--- config.mk ---
export PLATFORM = sky130hd
export DESIGN_NAME = wb_interconnect_n
export DESIGN_NICKNAME = d
export VERILOG_FILES = /design/src/rtl/wb_interconnect_n.sv
export SDC_FILE = /design/constraint.sdc
export NUM_CORES = 1
export LEC_CHECK = 0
export CAP_MARGIN = 5
export CELL_PAD_IN_SITES_DETAIL_PLACEMENT = 1
export CELL_PAD_IN_SITES_GLOBAL_PLACEMENT = 1
export CORE_ASPECT_RATIO = 1.1
export CORE_MARGIN = 3
export CORE_UTILIZATION = 28
export DETAILED_ROUTE_END_ITERATION = 8
export GPL_TIMING_DRIVEN = 0
export MAX_ROUTING_LAYER = met4
export PLACE_DENSITY = 0.95
export SYNTH_ARGS = -nofsm -noshare
export SYNTH_HDL_FRONTEND = slang
export SYNTH_SLANG_ARGS = --single-unit
--- constraint.sdc ---
create_clock -name CLK_I -period 8 [get_ports CLK_I]
set_input_delay 1.6 -clock CLK_I [delete_from_list [all_inputs] [get_ports CLK_I]]
set_output_delay 1.6 -clock CLK_I [all_outputs]
set_load 0.01 [all_outputs]
--- src/rtl/wb_interconnect_n.sv ---
// 1-master / N-slave Wishbone classic interconnect with a registered address decode.
// Unmapped addresses and stalled slaves return a bus error and are logged in sticky status.
module wb_interconnect_n #(
    parameter int WISHBONE_ADDR_WIDTH = 32,
    parameter int WISHBONE_BUS_WIDTH  = 32,
    parameter int NUM_SLAVES          = 2,
    parameter logic [NUM_SLAVES*WISHBONE_ADDR_WIDTH-1:0] SLAVE_BASE = {32'h0100_0000, 32'h0010_0000},
    parameter logic [NUM_SLAVES*WISHBONE_ADDR_WIDTH-1:0] SLAVE_MASK = {32'hFFFF_0000, 32'hFFFF_0000},
    parameter int TIMEOUT_CYCLES      = 255
) (
    input  logic                                     CLK_I,
    input  logic                                     RST_I,
    input  logic                                     WBM_CYC_O,
    input  logic                                     WBM_STB_O,
    input  logic                                     WBM_WE_O,
    input  logic [WISHBONE_ADDR_WIDTH-1:0]           WBM_ADR_O,
    input  logic [WISHBONE_BUS_WIDTH-1:0]            WBM_DAT_O,
    input  logic [WISHBONE_BUS_WIDTH/8-1:0]          WBM_SEL_O,
    output logic [WISHBONE_BUS_WIDTH-1:0]            WBM_DAT_I,
    output logic                                     WBM_ACK_I,
    output logic                                     WBM_ERR_I,
    output logic [WISHBONE_ADDR_WIDTH-1:0]           WBS_ADR_I,
    output logic                                     WBS_WE_I,
    output logic [WISHBONE_BUS_WIDTH-1:0]            WBS_DAT_I,
    output logic [WISHBONE_BUS_WIDTH/8-1:0]          WBS_SEL_I,
    output logic [NUM_SLAVES-1:0]                    WBS_CYC_I,
    output logic [NUM_SLAVES-1:0]                    WBS_STB_I,
    input  logic [NUM_SLAVES*WISHBONE_BUS_WIDTH-1:0] WBS_DAT_O,
    input  logic [NUM_SLAVES-1:0]                    WBS_ACK_O,
    input  logic [NUM_SLAVES-1:0]                    WBS_ERR_O,
    output logic                                     ERR_VALID_O,
    output logic [1:0]                               ERR_CODE_O,
    output logic [WISHBONE_ADDR_WIDTH-1:0]           ERR_ADR_O,
    input  logic                                     ERR_CLR_I
);
    localparam int AW    = WISHBONE_ADDR_WIDTH;
    localparam int BW    = WISHBONE_BUS_WIDTH;
    localparam int IDX_W = (NUM_SLAVES > 1) ? $clog2(NUM_SLAVES) : 1;
    localparam int CNT_W = $clog2(TIMEOUT_CYCLES + 1);
    localparam logic [CNT_W-1:0] TO_VAL = CNT_W'(TIMEOUT_CYCLES);

    typedef enum logic [1:0] {IDLE, BUSY, ERROR} state_t;

    state_t            state;
    logic [IDX_W-1:0]  sel_idx;
    logic [CNT_W-1:0]  cnt;
    logic [AW-1:0]     adr_q;

    logic              req;
    logic              hit;
    logic [IDX_W-1:0]  hit_idx;
    logic              timeout;
    logic              sel_ack;
    logic              sel_err;
    logic [BW-1:0]     sel_dat;
    logic              err_capture;
    logic [1:0]        err_cause;
    logic [AW-1:0]     err_adr;

    assign req     = WBM_CYC_O & WBM_STB_O;
    assign timeout = (state == BUSY) && (cnt == TO_VAL);

    assign WBS_ADR_I = WBM_ADR_O;
    assign WBS_WE_I  = WBM_WE_O;
    assign WBS_DAT_I = WBM_DAT_O;
    assign WBS_SEL_I = WBM_SEL_O;

    // Descending scan so the lowest matching index is the last one written.
    always_comb begin
        hit     = 1'b0;
        hit_idx = '0;
        for (int i = NUM_SLAVES - 1; i >= 0; i--) begin
            if ((WBM_ADR_O & SLAVE_MASK[i*AW +: AW]) == SLAVE_BASE[i*AW +: AW]) begin
                hit     = 1'b1;
                hit_idx = IDX_W'(i);
            end
        end
    end

    always_comb begin
        sel_ack = 1'b0;
        sel_err = 1'b0;
        sel_dat = '0;
        for (int i = 0; i < NUM_SLAVES; i++) begin
            if (sel_idx == IDX_W'(i)) begin
                sel_ack = WBS_ACK_O[i];
                sel_err = WBS_ERR_O[i];
                sel_dat = WBS_DAT_O[i*BW +: BW];
            end
        end
    end

    // Routing is only open in BUSY; the watchdog cycle closes it before anything is forwarded.
    always_comb begin
        WBS_CYC_I = '0;
        WBS_STB_I = '0;
        WBM_DAT_I = '0;
        WBM_ACK_I = 1'b0;
        WBM_ERR_I = 1'b0;
        if (state == BUSY && !timeout) begin
            for (int i = 0; i < NUM_SLAVES; i++) begin
                if (sel_idx == IDX_W'(i)) begin
                    WBS_CYC_I[i] = WBM_CYC_O;
                    WBS_STB_I[i] = WBM_STB_O;
                end
            end
            if (WBM_CYC_O) begin
                WBM_DAT_I = sel_dat;
                WBM_ACK_I = sel_ack;
                WBM_ERR_I = sel_err;
            end
        end else if (state == ERROR) begin
            WBM_ERR_I = 1'b1;
        end
    end

    assign err_capture = ((state == IDLE) && req && !hit) || timeout;
    assign err_cause   = timeout ? 2'b10 : 2'b01;
    assign err_adr     = timeout ? adr_q : WBM_ADR_O;

    always_ff @(posedge CLK_I or posedge RST_I) begin
        if (RST_I) begin
            state       <= IDLE;
            sel_idx     <= '0;
            cnt         <= '0;
            ERR_VALID_O <= 1'b0;
            ERR_CODE_O  <= 2'b00;
            ERR_ADR_O   <= '0;
        end else begin
            case (state)
                IDLE: begin
                    cnt <= '0;
                    if (req) begin
                        if (hit) begin
                            sel_idx <= hit_idx;
                            state   <= BUSY;
                        end else begin
                            state   <= ERROR;
                        end
                    end
                end
                BUSY: begin
                    if (timeout) begin
                        state <= ERROR;
                        cnt   <= '0;
                    end else if (!WBM_CYC_O || sel_ack || sel_err) begin
                        state <= IDLE;
                        cnt   <= '0;
                    end else begin
                        cnt   <= cnt + CNT_W'(1);
                    end
                end
                ERROR:   state <= IDLE;
                default: state <= IDLE;
            endcase

            // A capture in the same cycle as a clear takes precedence.
            if (err_capture && (!ERR_VALID_O || ERR_CLR_I)) begin
                ERR_VALID_O <= 1'b1;
                ERR_CODE_O  <= err_cause;
                ERR_ADR_O   <= err_adr;
            end else if (ERR_CLR_I) begin
                ERR_VALID_O <= 1'b0;
                ERR_CODE_O  <= 2'b00;
                ERR_ADR_O   <= '0;
            end
        end
    end

    // Transaction address held for timeout reporting; pure data, no reset needed.
    always_ff @(posedge CLK_I) begin
        if (state == IDLE && req) begin
            adr_q <= WBM_ADR_O;
        end
    end
endmodule

Word-level counts from Yosys, hierarchy flattened
Cells that the tools add are included.
{"block": "totals", "inputBits": 142, "ff_bits": 78, "word_cells": 69, "output_inout_bits": 142}
{"block": "op_classes", "muxes": 35, "n_reduce_logical": 18, "bitwise": 1, "eq_ne": 7, "add_sub_neg": 1}
{"op": "32-bit two-way mux", "count": 6}
{"op": "2-bit two-way mux", "count": 9}
{"op": "16-bit by 5-bit equality test with 1-bit output, second input constant", "count": 1}
{"op": "16-bit by 9-bit equality test with 1-bit output, second input constant", "count": 1}
{"op": "1-bit two-way mux", "count": 16}
{"op": "8-bit two-way mux", "count": 2}
{"op": "8-bit case mux with 2 select lines", "count": 1}
{"op": "8-bit by 1-bit adder with 8-bit output, second input constant", "count": 1}
{"op": "8-bit equality test, second input constant", "count": 1}
{"op": "1-bit logical AND", "count": 5}
{"op": "1-bit zero test", "count": 4}
{"op": "1-bit logical OR", "count": 4}
{"op": "2-bit case mux with 2 select lines", "count": 1}
{"op": "2-bit nonzero test", "count": 2}
{"op": "3-bit by 2-bit inequality test with 1-bit output, second input constant", "count": 1}
{"op": "3-bit AND reduction", "count": 1}
{"op": "2-bit by 1-bit equality test with 1-bit output, second input constant", "count": 1}
{"op": "2-bit equality test, second input constant", "count": 1}
{"op": "2-bit zero test", "count": 1}
{"op": "2-bit inequality test, second input constant", "count": 1}
{"op": "2-bit AND reduction", "count": 1}
{"op": "1-bit AND", "count": 1}

Logic depth before layout (Yosys ltp)
{"block": "depth", "word_depth": 8, "ltp_mapped": 8, "mapped_depth_nobuf": 6}

Worst setup path before layout
No wires, ideal clock.
{"block": "synth_timing", "kind": "input -> output", "from": "in WBM_CYC_O", "to": "out WBM_DAT_I[18]", "path_buffers": 1, "required_ns": 6.400, "path_slack_ns": 3.842, "stages": 5, "t_arrival_ns": 2.558, "cell_sequence": "and3b_1 > o21ai_1 > nor2_1 > buf_2 > a22o_1"}
{"block": "synth_between", "elab_chain_len": 2}
{"item": "start, declared", "line": "13", "text": "input logic WBM_CYC_O,"}
{"item": "32-bit two-way mux", "line": "107", "text": "if (WBM_CYC_O) begin"}
{"item": "32-bit two-way mux", "line": "100", "text": "if (state == BUSY && !timeout) begin"}
{"item": "end, declared", "line": "19", "text": "output logic [WISHBONE_BUS_WIDTH-1:0] WBM_DAT_I,"}
Every way passes these cells.

Final worst setup path
{"block": "layout_timing", "from": "in WBM_CYC_O", "to": "out WBM_DAT_I[4]"}
The elaborated chain is that of the path after synthesis.

==> reports/results.tsv <==
metric	value	unit
critical path capture point type	output pin	
PwrDens	142	mW/mm^2
Synth top area share	26.9	%
ys flop type	dfrtp_1	
Avg Inst Size Synth	11.5	sq um
cts hold-fix bufs	0	
crit path time final	5.73	ns
post-route antenna net violation count	0	
CTS tree	yes	
Slew HR	47.8	%
port bufs	246	
CTS Buf Count	9	
critical path data required time	6.40	ns
area leader, netlist	dfrtp_1	
Die Y	136	um
core area	0.0147	sq mm
Int Power	794	uW
Seq/Total Area, Yosys	49.3	%
worst hold path class	reg -> reg	
FMAX	175	MHz
Post-Layout Cell Count	835	
clock-pin slew on the worst setup and hold paths	0.07	ns
cell area after synthesis	0.00429	sq mm
clock sinks	78	
wire per inst	20.9	um
DR DRC count	0	
die width	124	um
RSZ-0062 raised after global routing	no	
share of post-route cells with drive strength above 1	16.3	%
Placement Rows	46	
ranking of synthesized cells by area	dfrtp_1, edfxtp_1, mux2i_1	
CP Class	in -> out	
library cells used by synthesis	41	
setup slack after layout	2.27	ns
Worst Path Max Fanout	10	
Finished Cell Area	0.00733	sq mm
CTS Root Cell	clkbuf_16	
Syn Nets	517	
Synth async-reset ratio	59.0	%
number of fill cells	1610	
first-pass GRT wire length	25200	um
Seq cells post-synth	78	
most common cell after layout, fill and taps aside	clkdlybuf4s50_1	
Nets	777	
synth warn	0	
setup TNS	0	ns
Post-synth EDFFs	32	
vias in the first global route	4392	
Post-Route WL	17500	um
Via density	4.71	
initial antenna violation count	4	
switching power	250	uW
detailed router's first-iteration violation count	159	
Comb power frac	21.0	%
worst clock skew	0.0121	ns
Fin. Hold Viols	0	
Post-CTS Setup Inserts	0	
Boundary Pins	284	
VDD IR max	112	uV
post-placement cell area	0.00706	sq mm
Pleak	0.00309	uW
hold slack	0.527	ns
Mapped Cells	374	
1st-pass router iterations	4	
max cap viols	0	
Slew Limit Fails	0	
status	finished clean	
GP Congestion	0.833	
Cell Count Post-Placement	815	
clock buffer depth	2	
starting density of the core	29.2	%
measured slew at the worst slew-check pin	0.783	ns
Sequential Power Share	43.1	%
startpoint types	input port	
crit path DAT	4.13	ns
Congestion Overflow GR	0	
pin count of the biggest net entering global routing	34	
synthesis-to-layout area growth	71.1	%
Post-DP HPWL	14400	um
PostCTS Resize Cnt	0	
most frequent cells in the layout	clkdlybuf4s50_1, buf_4, mux2i_1	
Final setup viols	0	
Tcrit/Tclk final	71.6	%
Die ar.	0.0168	sq mm
Setup WS pre-CTS	2.22	ns
sw frac	24.0	%
GRT Total Usage	20.6	%
Clock Latency Late Sink	0.35	ns
htree depth	3	
DR vias	3934	
clock network fraction of total power	35.9	%
synthesized netlist by cell type, types with 2 or more instances:
library cell / count
o21ai_0: 6
dfrtp_1: 46
nand2b_1: 2
mux2i_1: 67
edfxtp_1: 32
inv_1: 3
buf_6: 6
a21o_1: 3
a21oi_1: 2
a31oi_1: 2
nor2b_1: 5
nand2_1: 43
nor4_1: 3
nand3_1: 6
buf_2: 8
nor2_1: 10
nor3_1: 3
buf_4: 70
clkbuf_1: 3
a22o_1: 33
area by class of cell:
class,instances,area (sq um),share of cell area [%]
repair buffers,249,2520,34.4
flip-flops and latches,78,2110,28.8
multi-input cells,205,1520,20.7
plain buffers,87,644,8.79
clock buffers,14,254,3.46
well taps,192,240,3.28
inverters,4,15.0,0.205
clock inverters,2,10.0,0.137
diodes,4,10.0,0.137
layer usage:
layer / up-vias / share of wire [%] / global-route usage [%]
li1: 1798 / - / -
met1: 1924 / 35 / 20.5
met2: 183 / 53 / 36.7
met3: 29 / 9.8 / 7.52
met4: 0 / 2.4 / 7.12
met5: - / 0 / -
per-stage QoR:
step                utilization (%)  total power, uW
finish                         49.9             1040
global route                   49.9             1080
CTS                            49.9             1050
detailed placement             48.1              678
global placement               47.6              666
floorplan                         -              533
path summary, 6_finish.rpt:
check	to	depth (start not counted)	from	slack, ns
max	WBM_DAT_I[4]	7	WBM_CYC_O	2.27
min	ERR_ADR_O[13]	2	adr_q[13]	0.53
max reg2reg	ERR_ADR_O[27]	6	state[0]	5.72
min reg2reg	ERR_ADR_O[13]	2	adr_q[13]	0.53
max in group asynchronous	ERR_ADR_O[1]	3	RST_I	5.93
min in group asynchronous	ERR_ADR_O[16]	2	RST_I	1.54
power by group through the flow:
stage          Clock, uW  Combinational [uW]  Sequential, uW
2_1_floorplan          0                71.7             461
3_3_place_gp           0                 209             457
3_5_place_dp           0                 221             457
4_1_cts              382                 222             450
5_1_grt              399                 233             452
6_report             375                 219             450
worst max-delay path, stage by stage:
cell	delay (ns)
clkdlybuf4s50_1	0.51
and3b_1	0.20
o21ai_1	0.17
nor2_1	0.53
buf_2	0.33
a22o_1	0.21
clkdlybuf4s50_1	0.57
state kept, by name, summed over array words and instances, names as in the netlist:
| register | flops |
|---|---|
| cnt | 8 |
| sel_idx | 1 |
| ERR_CODE_O | 2 |
| adr_q | 32 |
| ERR_VALID_O | 1 |
| state | 2 |
| ERR_ADR_O | 32 |
cell families after synthesis:
logic type                 count (synthesis)  share of synthesized area, %
buffers and inverters                     91                          15.4
AOI/OAI and AO/OA                         54                          10.2
DFF                                       78                          49.3
xor gates and xnor gates                   1                         0.204
and+or+nand+nor                           82                          9.02
muxes                                     67                          15.6
adders and majority gates                  1                         0.292
No activity file was read; power rests on OpenSTA's default activity.
